$ cat config.mk
export PLATFORM = sky130hd
export DESIGN_NAME = seg_scan_decoder
export DESIGN_NICKNAME = d
export VERILOG_FILES = /design/src/rtl/seg_pkg.sv /design/src/rtl/seg_settle.sv /design/src/rtl/seg_scan_decoder.sv
export SDC_FILE = /design/constraint.sdc
export NUM_CORES = 1
export LEC_CHECK = 0
export CAP_MARGIN = 10
export CORE_MARGIN = 5
export CORE_UTILIZATION = 56
export DETAILED_ROUTE_END_ITERATION = 12
export PLACE_DENSITY_LB_ADDON = 0.1
export SLEW_MARGIN = 20
export SYNTH_ARGS = -nofsm -noshare
export SYNTH_HDL_FRONTEND = slang
export SYNTH_HIERARCHICAL = 1
export SYNTH_SLANG_ARGS = --single-unit
$ cat constraint.sdc
create_clock -name clk -period 4.7 [get_ports clk]
set_clock_uncertainty 0.15 [all_clocks]
set_input_delay 0.94 -clock clk [delete_from_list [all_inputs] [get_ports clk]]
set_output_delay 0.94 -clock clk [all_outputs]
set_load 0.01 [all_outputs]
$ cat src/rtl/seg_pkg.sv
// Seven-segment code table (active-low, bit6..0 = g..a) and the code-to-nibble decoder.
// Define SEG_DEC_HEX_EN to accept A-F glyphs as valid digits.
package seg_pkg;

  localparam int NUM_DIGITS = 4;

  localparam logic [6:0] SEG_0     = 7'h40;
  localparam logic [6:0] SEG_1     = 7'h79;
  localparam logic [6:0] SEG_2     = 7'h24;
  localparam logic [6:0] SEG_3     = 7'h30;
  localparam logic [6:0] SEG_4     = 7'h19;
  localparam logic [6:0] SEG_5     = 7'h12;
  localparam logic [6:0] SEG_6     = 7'h02;
  localparam logic [6:0] SEG_7     = 7'h78;
  localparam logic [6:0] SEG_8     = 7'h00;
  localparam logic [6:0] SEG_9     = 7'h10;
  localparam logic [6:0] SEG_A     = 7'h08;
  localparam logic [6:0] SEG_B     = 7'h03;
  localparam logic [6:0] SEG_C     = 7'h46;
  localparam logic [6:0] SEG_D     = 7'h21;
  localparam logic [6:0] SEG_E     = 7'h06;
  localparam logic [6:0] SEG_F     = 7'h0E;
  localparam logic [6:0] SEG_BLANK = 7'h7F;

  // Returns {ok, nibble}; unknown glyphs (including blank) give {0, 4'hF}.
  function automatic logic [4:0] seg_to_nibble(input logic [6:0] code);
    logic [4:0] r;
    r = {1'b0, 4'hF};
    case (code)
      SEG_0: r = {1'b1, 4'h0};
      SEG_1: r = {1'b1, 4'h1};
      SEG_2: r = {1'b1, 4'h2};
      SEG_3: r = {1'b1, 4'h3};
      SEG_4: r = {1'b1, 4'h4};
      SEG_5: r = {1'b1, 4'h5};
      SEG_6: r = {1'b1, 4'h6};
      SEG_7: r = {1'b1, 4'h7};
      SEG_8: r = {1'b1, 4'h8};
      SEG_9: r = {1'b1, 4'h9};
`ifdef SEG_DEC_HEX_EN
      SEG_A: r = {1'b1, 4'hA};
      SEG_B: r = {1'b1, 4'hB};
      SEG_C: r = {1'b1, 4'hC};
      SEG_D: r = {1'b1, 4'hD};
      SEG_E: r = {1'b1, 4'hE};
      SEG_F: r = {1'b1, 4'hF};
`endif
      SEG_BLANK: r = {1'b0, 4'hF};
      default:   r = {1'b0, 4'hF};
    endcase
    return r;
  endfunction

endpackage

$ cat src/rtl/seg_settle.sv
// Registers the scan bus, checks for a single active anode and waits for the bus to hold still.
// Emits a one-cycle capture strobe once per settled {anode, segment} pattern.
module seg_settle #(
  parameter int STABLE_CYCLES = 4
) (
  input  logic       clk,
  input  logic       rst,
  input  logic [7:0] segment_i,
  input  logic [3:0] an_i,
  output logic       capture_o,
  output logic [1:0] digit_idx_o,
  output logic [6:0] seg_o
);

  localparam logic [7:0] CNT_MAX = 8'(STABLE_CYCLES - 1);

  logic [3:0] an_q, an_p_q;
  logic [7:0] seg_q, seg_p_q;
  logic [7:0] cnt_q, cnt_d;
  logic       captured_q, captured_d;
  logic       sel_ok, same;
  logic [1:0] idx;

  always_comb begin
    sel_ok     = ($countones(~an_q) == 1);
    same       = ({an_q, seg_q} == {an_p_q, seg_p_q});
    idx        = 2'd0;
    cnt_d      = 8'd0;
    captured_d = 1'b0;
    capture_o  = 1'b0;
    for (int i = 0; i < 4; i++) begin
      if (!an_q[i]) idx = 2'(i);
    end
    // Any change or an invalid select restarts settling and re-arms capture.
    if (sel_ok && same) begin
      cnt_d      = (cnt_q == CNT_MAX) ? cnt_q : cnt_q + 8'd1;
      captured_d = captured_q;
      if (cnt_d == CNT_MAX && !captured_q) begin
        capture_o  = 1'b1;
        captured_d = 1'b1;
      end
    end
  end

  always_ff @(posedge clk or posedge rst) begin
    if (rst) begin
      an_q       <= 4'hF;
      seg_q      <= 8'hFF;
      an_p_q     <= 4'hF;
      seg_p_q    <= 8'hFF;
      cnt_q      <= 8'd0;
      captured_q <= 1'b0;
    end else begin
      an_q       <= an_i;
      seg_q      <= segment_i;
      an_p_q     <= an_q;
      seg_p_q    <= seg_q;
      cnt_q      <= cnt_d;
      captured_q <= captured_d;
    end
  end

  assign digit_idx_o = idx;
  assign seg_o       = seg_q[6:0];

endmodule

$ cat src/rtl/seg_scan_decoder.sv
// Rebuilds the 4-digit value shown on a multiplexed seven-segment bus; frame_valid pulses on each full frame.
// Build option SEG_DEC_HEX_EN (in seg_pkg) makes A-F glyphs decode without raising code_err.
module seg_scan_decoder
  import seg_pkg::*;
#(
  parameter int STABLE_CYCLES = 4
) (
  input  logic        clk,
  input  logic        rst,
  input  logic [7:0]  segment,
  input  logic [3:0]  an,
  input  logic        clr_err,
  output logic [15:0] value,
  output logic [3:0]  digit_seen,
  output logic        frame_valid,
  output logic        code_err
);

  logic       cap;
  logic [1:0] cap_idx;
  logic [6:0] cap_seg;
  logic [4:0] dec;

  logic [15:0] shadow_q, shadow_d;
  logic [15:0] value_q, value_d;
  logic [NUM_DIGITS-1:0] seen_q, seen_d;
  logic        fv_q, fv_d;
  logic        err_q, err_d;

  seg_settle #(.STABLE_CYCLES(STABLE_CYCLES)) u_settle (
    .clk         (clk),
    .rst         (rst),
    .segment_i   (segment),
    .an_i        (an),
    .capture_o   (cap),
    .digit_idx_o (cap_idx),
    .seg_o       (cap_seg)
  );

  always_comb begin
    dec      = seg_to_nibble(cap_seg);
    shadow_d = shadow_q;
    seen_d   = seen_q;
    value_d  = value_q;
    fv_d     = 1'b0;
    err_d    = err_q;
    if (clr_err) err_d = 1'b0;
    if (cap) begin
      shadow_d[{cap_idx, 2'b00} +: 4] = dec[3:0];
      seen_d = seen_q | (4'b0001 << cap_idx);
      if (!dec[4]) err_d = 1'b1;
      // The completing capture publishes straight from the updated shadow.
      if (seen_d == 4'hF) begin
        value_d = shadow_d;
        fv_d    = 1'b1;
        seen_d  = 4'h0;
      end
    end
  end

  always_ff @(posedge clk or posedge rst) begin
    if (rst) begin
      shadow_q <= 16'h0000;
      value_q  <= 16'h0000;
      seen_q   <= 4'h0;
      fv_q     <= 1'b0;
      err_q    <= 1'b0;
    end else begin
      shadow_q <= shadow_d;
      value_q  <= value_d;
      seen_q   <= seen_d;
      fv_q     <= fv_d;
      err_q    <= err_d;
    end
  end

  assign value       = value_q;
  assign digit_seen  = seen_q;
  assign frame_valid = fv_q;
  assign code_err    = err_q;

endmodule

* Word-level counts from Yosys, hierarchy flattened
Index checks and enable logic that the tools add are counted.
** Operators by class
- Eq/ne operators :: 15
- Shifts and indexed selects :: 3
- $mul :: 0
- Bitwise gates (word level) :: 2
- Add/subtract/negate cells :: 5
- Reduce and logical (&&, ||, !) cells :: 5
- Magnitude comparators :: 0
- Div/mod/pow operators :: 0
- Multiplexer cells :: 17
** Operators with widths (count)
- $pmux W5 S10 :: 1
- $add A32 B32 Y32 :: 1
- $eq A32 B2 Y1 const B :: 1
- $eq A7 B5 Y1 const B :: 3
- $eq A7 B7 Y1 const B :: 3
- $bwmux W16 :: 1
- $eq A8 B2 Y1 const B :: 2
- $mux W8 :: 2
- $shift A4 B6 Y16 const A :: 1
- $shiftx A4 B6 Y16 :: 1
- $eq A7 B6 Y1 const B :: 2
- $eq A12 B12 Y1 :: 1
- $mux W1 :: 10
- $add A8 B1 Y8 const B :: 1
- $eq A7 B2 Y1 const B :: 1
- $logic_not A7 Y1 :: 1
- $neg A4 Y6 :: 1
- $add A1 B1 Y2 :: 2
- $eq A4 B4 Y1 const B :: 1
- $mux W2 :: 2
- $mux W4 :: 1
- $not A4 Y4 :: 1
- $or A4 B4 Y4 :: 1
- $shl A1 B2 Y4 const A :: 1
- other kinds (4) :: 5
** Storage, ports and cells
- Memories kept :: 0
- Bits in writable memories :: 0
- Word-level logic and storage cells :: 58
- Flip-flop bits (word level) :: 71
- ROM bits :: 0
- Input bits :: 15
- Output and inout port bits :: 22
- Bits in latches :: 0

* Depth between registers and ports, before layout
- Depth in word-level cells :: 8
- Gate-level depth with buffers :: 14
- Mapped depth without buffers :: 12

* Modules after synthesis
The synthesis kept the hierarchy.
** By module, submodules not included
- seg_scan_decoder :: times used 1, cells each 222, seq. area each 950.9 sq um, area an instance 2010.7 sq um
- seg_settle :: times used 1, cells each 111, seq. area each 855.8 sq um, area an instance 1505.2 sq um

* Worst setup path before layout
OpenSTA, ideal clock, no wires.
- Path type :: reg2reg
- Start point :: register u_settle.an_q[0]
- End point :: register value_q[0], in the netlist value[0]
- Data required time :: 4426 ps
- Arrival :: 3662 ps
- Cell stages (with the launch flop) :: 15
- Clock period less this slack :: 3936 ps
- Buffers on the path :: 2
- Path slack :: 764 ps
- Setup time :: 124 ps
- Cells stage by stage :: dfstp_2 > inv_1 > ha_1 > fa_1 > ha_1 > nor4b_2 > nand4_4 > a2111oi_2 > clkbuf_1 > o21ai_0 > nor3_1 > clkbuf_1 > o21ai_0 > o21ai_0 > a21oi_1
** On the way
- Word-level cells in the longest chain between the ends :: 7
- Elaborated cells between the ends (all ways) :: 8
- Classes of those cells :: add/sub (2); eq/ne (2); mux (1); bitwise (1); reduce/logical (2)
** RTL lines
- start, declared :: RTL line seg_settle.sv:17 : logic [3:0] an_q, an_p_q;
- start signal, assigned :: RTL line seg_settle.sv:54 : an_q <= an_i;
- $not A4 Y4 :: RTL line seg_settle.sv:25 : sel_ok = ($countones(~an_q) == 1);
- $add A1 B1 Y2 (not written as such) :: RTL line seg_settle.sv:25
- $add A32 B32 Y32 (not written as such) :: RTL line seg_settle.sv:25
- $eq A32 B2 Y1 :: RTL line seg_settle.sv:25
- $logic_and A1 B1 Y1 (*) :: RTL line seg_settle.sv:35 : if (sel_ok && same) begin
- $mux W1 (*) :: RTL line seg_settle.sv:35
- named net cap :: RTL line seg_scan_decoder.sv:19 : logic cap;
- $reduce_and A2 Y1 (no source line) (*)
- end signal, assigned :: RTL line seg_scan_decoder.sv:70 : value_q <= value_d;
- end, declared :: RTL line seg_scan_decoder.sv:25 : logic [15:0] value_q, value_d;
The timed path passes the listed nets; every way through them passes the cells marked *.
A chain may end at the register's enable or synchronous reset.

* Worst setup path in the final report
- Start point :: register u_settle.an_q[0]
- End point :: register value_q[4], in the netlist value[4]
Same word-level chain as after synthesis.

==> flow_metrics.env <==
export IMPL_status="completed"
export IMPL_drc_errors=0
export IMPL_critPathKind="reg -> reg"
export IMPL_synth_most_common_cell="dfrtp_1"
export IMPL_synth_ff_type="dfrtp_1"
export IMPL_final_nets=391
export IMPL_hold_viol=0
export IMPL_cts_sinks=71
export IMPL_synth_nets=359
export IMPL_syn_avg_cell_area_sq_um=10.6
export IMPL_die_h_microns=89.2
export IMPL_synthesis_area_sq_um=3520
export IMPL_rsz0062_at_grt="false"
export IMPL_post_cts_setup_buffer_count=0
export IMPL_peakVddDrop_mv=0.167
export IMPL_antenna_cells=0
export IMPL_crit_fanout=41
export IMPL_synthArstFlopShare=1.00
export IMPL_fin_tns_setup_ps=0
export IMPL_first_pass_iters=5
export IMPL_synth_top_cell_by_area="dfrtp_1"
export IMPL_syn_to_final_growth_pct=14.7
export IMPL_arrival_ps=4120
export IMPL_ant_nets=0
export IMPL_hold_buffers=0
export IMPL_worst_pin_slew_ps=963
export IMPL_end_kind="flop"
export IMPL_cts_buffers=9
export IMPL_dr_first_iter_drc_count=150
export IMPL_fin_crit_sh=0.860
export IMPL_whs_ps=231
export IMPL_cp_startpoint="u_settle/an_q[0]"
export IMPL_antenna_found_initial=0
export IMPL_r2r_cells=13
export IMPL_hpwl_microns=4930
export IMPL_synth_edf_count=0
export IMPL_start_kind="flop"
export IMPL_wl_per_cell_microns=16.0
export IMPL_clk_pin_slew_ps=70
export IMPL_r2r_setup_slack_ps=660
export IMPL_routed_wirelength_microns=7120
export IMPL_drv_slew=0
export IMPL_ys_seq_elements=71
export IMPL_io_buffers=36
export IMPL_initial_utilization=0.583
export IMPL_h_tree_depth=3
export IMPL_grt_overflow_total=0
export IMPL_endpoint="value[4]"
export IMPL_std_cell_rows=28
export IMPL_synth_common_cells="47 x dfrtp_1, 33 x nor2_1, 30 x o21ai_0"
export IMPL_timing_fmax_ghz=0.247
export IMPL_ys_seq_area_frac=0.514
export IMPL_cts_root_buf="clkbuf_8"
export IMPL_period_needed_ps=4040
export IMPL_dieWidth_microns=89.2
export IMPL_clockBufferDepth=2
export IMPL_ctsResizeCount=0
export IMPL_clk_latency_ps=340
export IMPL_worstPathRequired_ps=4780
export IMPL_grt_first_pass_wirelength_microns=12100
export IMPL_powerDensity_nw_per_um2=280
export IMPL_grt_pass1_vias=2512
export IMPL_syn_instance_count=333
export IMPL_gp_congestion=0.828
export IMPL_num_vias=2536
export IMPL_synth_top_area_frac=0.335
export IMPL_grt_max_degree=42
export IMPL_r2r_start="u_settle/an_q[0]"
export IMPL_finalSetupViolations=0
export IMPL_rr_endpoint="value[4]"
export IMPL_synth_area_top_cells="dfrtp_1 33%, dfstp_2 18%, o21ai_0 4.3%, xor2_1 4.0%, ha_1 3.6%"
export IMPL_core_sq_um=6030
export IMPL_drive_gt1_frac=0.141
export IMPL_track_usage=0.201
export IMPL_drv_cap=0
export IMPL_cts_tree="done"
export IMPL_timing_slew_headroom=0.351
export IMPL_leakage_nw=1.65
export IMPL_hold_start="u_settle/seg_q[7]"
export IMPL_yosys_warnings=6
export IMPL_synthDistinctLibCells=53
export IMPL_ios=37
export IMPL_min_path_type="reg -> reg"
export IMPL_fillers=490
export IMPL_fp_dieArea_sq_um=7960
export IMPL_via_per_inst=5.70
cells in the final DEF (no fill, tap or decap), types with 3 or more instances in the layout:
cell type and n:
nand3_1 11, clkdlybuf4s50_1 36, a21oi_1 20, nor2_1 33
and3_1 3, mux2i_1 3, a31oi_1 4, clkbuf_8 9
nand4b_1 4, xor2_1 16, ha_1 10, a41oi_1 4
o21ai_0 30, buf_4 4, dfstp_2 24, xnor2_1 3
nand2_1 26, clkbuf_1 5, dfrtp_1 47, a32o_1 4
nor2b_1 6, nand4_1 4, nand2b_1 14, inv_1 11
nor3_1 3
metrics by stage:
stage / setup slack (ps) / util / cell area, sq um / power [mW] / std cells
4_1_cts: 675 / 0.669 / 4030 / 1.14 / 445
5_1_grt: 371 / 0.669 / 4030 / 1.18 / 445
3_5_place_dp: 675 / 0.644 / 3880 / 0.737 / 429
3_3_place_gp: 816 / 0.644 / 3880 / 0.735 / 429
6_report: 656 / 0.669 / 4030 / 1.13 / 445
2_1_floorplan: 764 / - / 3520 / 0.712 / 333
cell families after synthesis:
kind of cell,share of synthesized area
AO/OA/AOI/OAI,0.141
XOR/XNOR,0.0473
adder cells (fa/ha/maj),0.0413
buffers and inverters,0.0470
flip-flops,0.514
multiplexers,0.0128
AND/OR/NAND/NOR,0.196
power by group:
group	total [mW]	internal, mW	leakage [nW]	switching, mW
registers	0.644	0.630	0.909	0.0134
clock network	0.402	0.191	0.0784	0.211
logic	0.0819	0.0341	0.665	0.0479
total	1.13	0.855	1.65	0.272
area by class of cell:
class	count	area, sq um	share of cell area
multi-input combinational	232	1550	0.384
clock buffer	14	143	0.0354
inverter	11	41.3	0.0102
timing repair buffer	40	390	0.0968
clock inverter	2	10.0	0.00248
sequential	71	1810	0.448
tap	75	93.8	0.0233
critical path: stages (launching register included):
cell and delay [ps]:
dfstp_2 550, inv_1 50, ha_1 300, fa_1 370, ha_1 300, nor4b_2 360
nand4_4 260, a2111oi_2 360, o21ai_0 210, nor3_2 190, buf_4 360, nand2b_1 170
o21ai_0 200, a21oi_1 90
sequential cells by signal, indices dropped and copies added (netlist names):
signal,flops
code_err,1
digit_seen,4
frame_valid,1
shadow_q,16
u_settle/an_p_q,4
u_settle/an_q,4
u_settle/captured_q,1
u_settle/cnt_q,8
u_settle/seg_p_q,8
u_settle/seg_q,8
value,16
layer usage:
layer,GRT usage,up-vias,wire [microns]
met5,0,-,0
met4,0.0704,0,70
met3,0.0507,7,414
met2,0.291,76,3180
met1,0.294,1223,3460
li1,-,1230,-
worst min path at each step:
stage                     endpoint  cells after the start
2_1_floorplan  u_settle/seg_p_q[7]                      0
3_3_place_gp   u_settle/seg_p_q[7]                      0
3_5_place_dp   u_settle/seg_p_q[7]                      0
4_1_cts        u_settle/seg_p_q[7]                      0
5_1_grt        u_settle/seg_p_q[7]                      0
6_report       u_settle/seg_p_q[7]                      0
No activity file was read; power rests on OpenSTA's default activity.
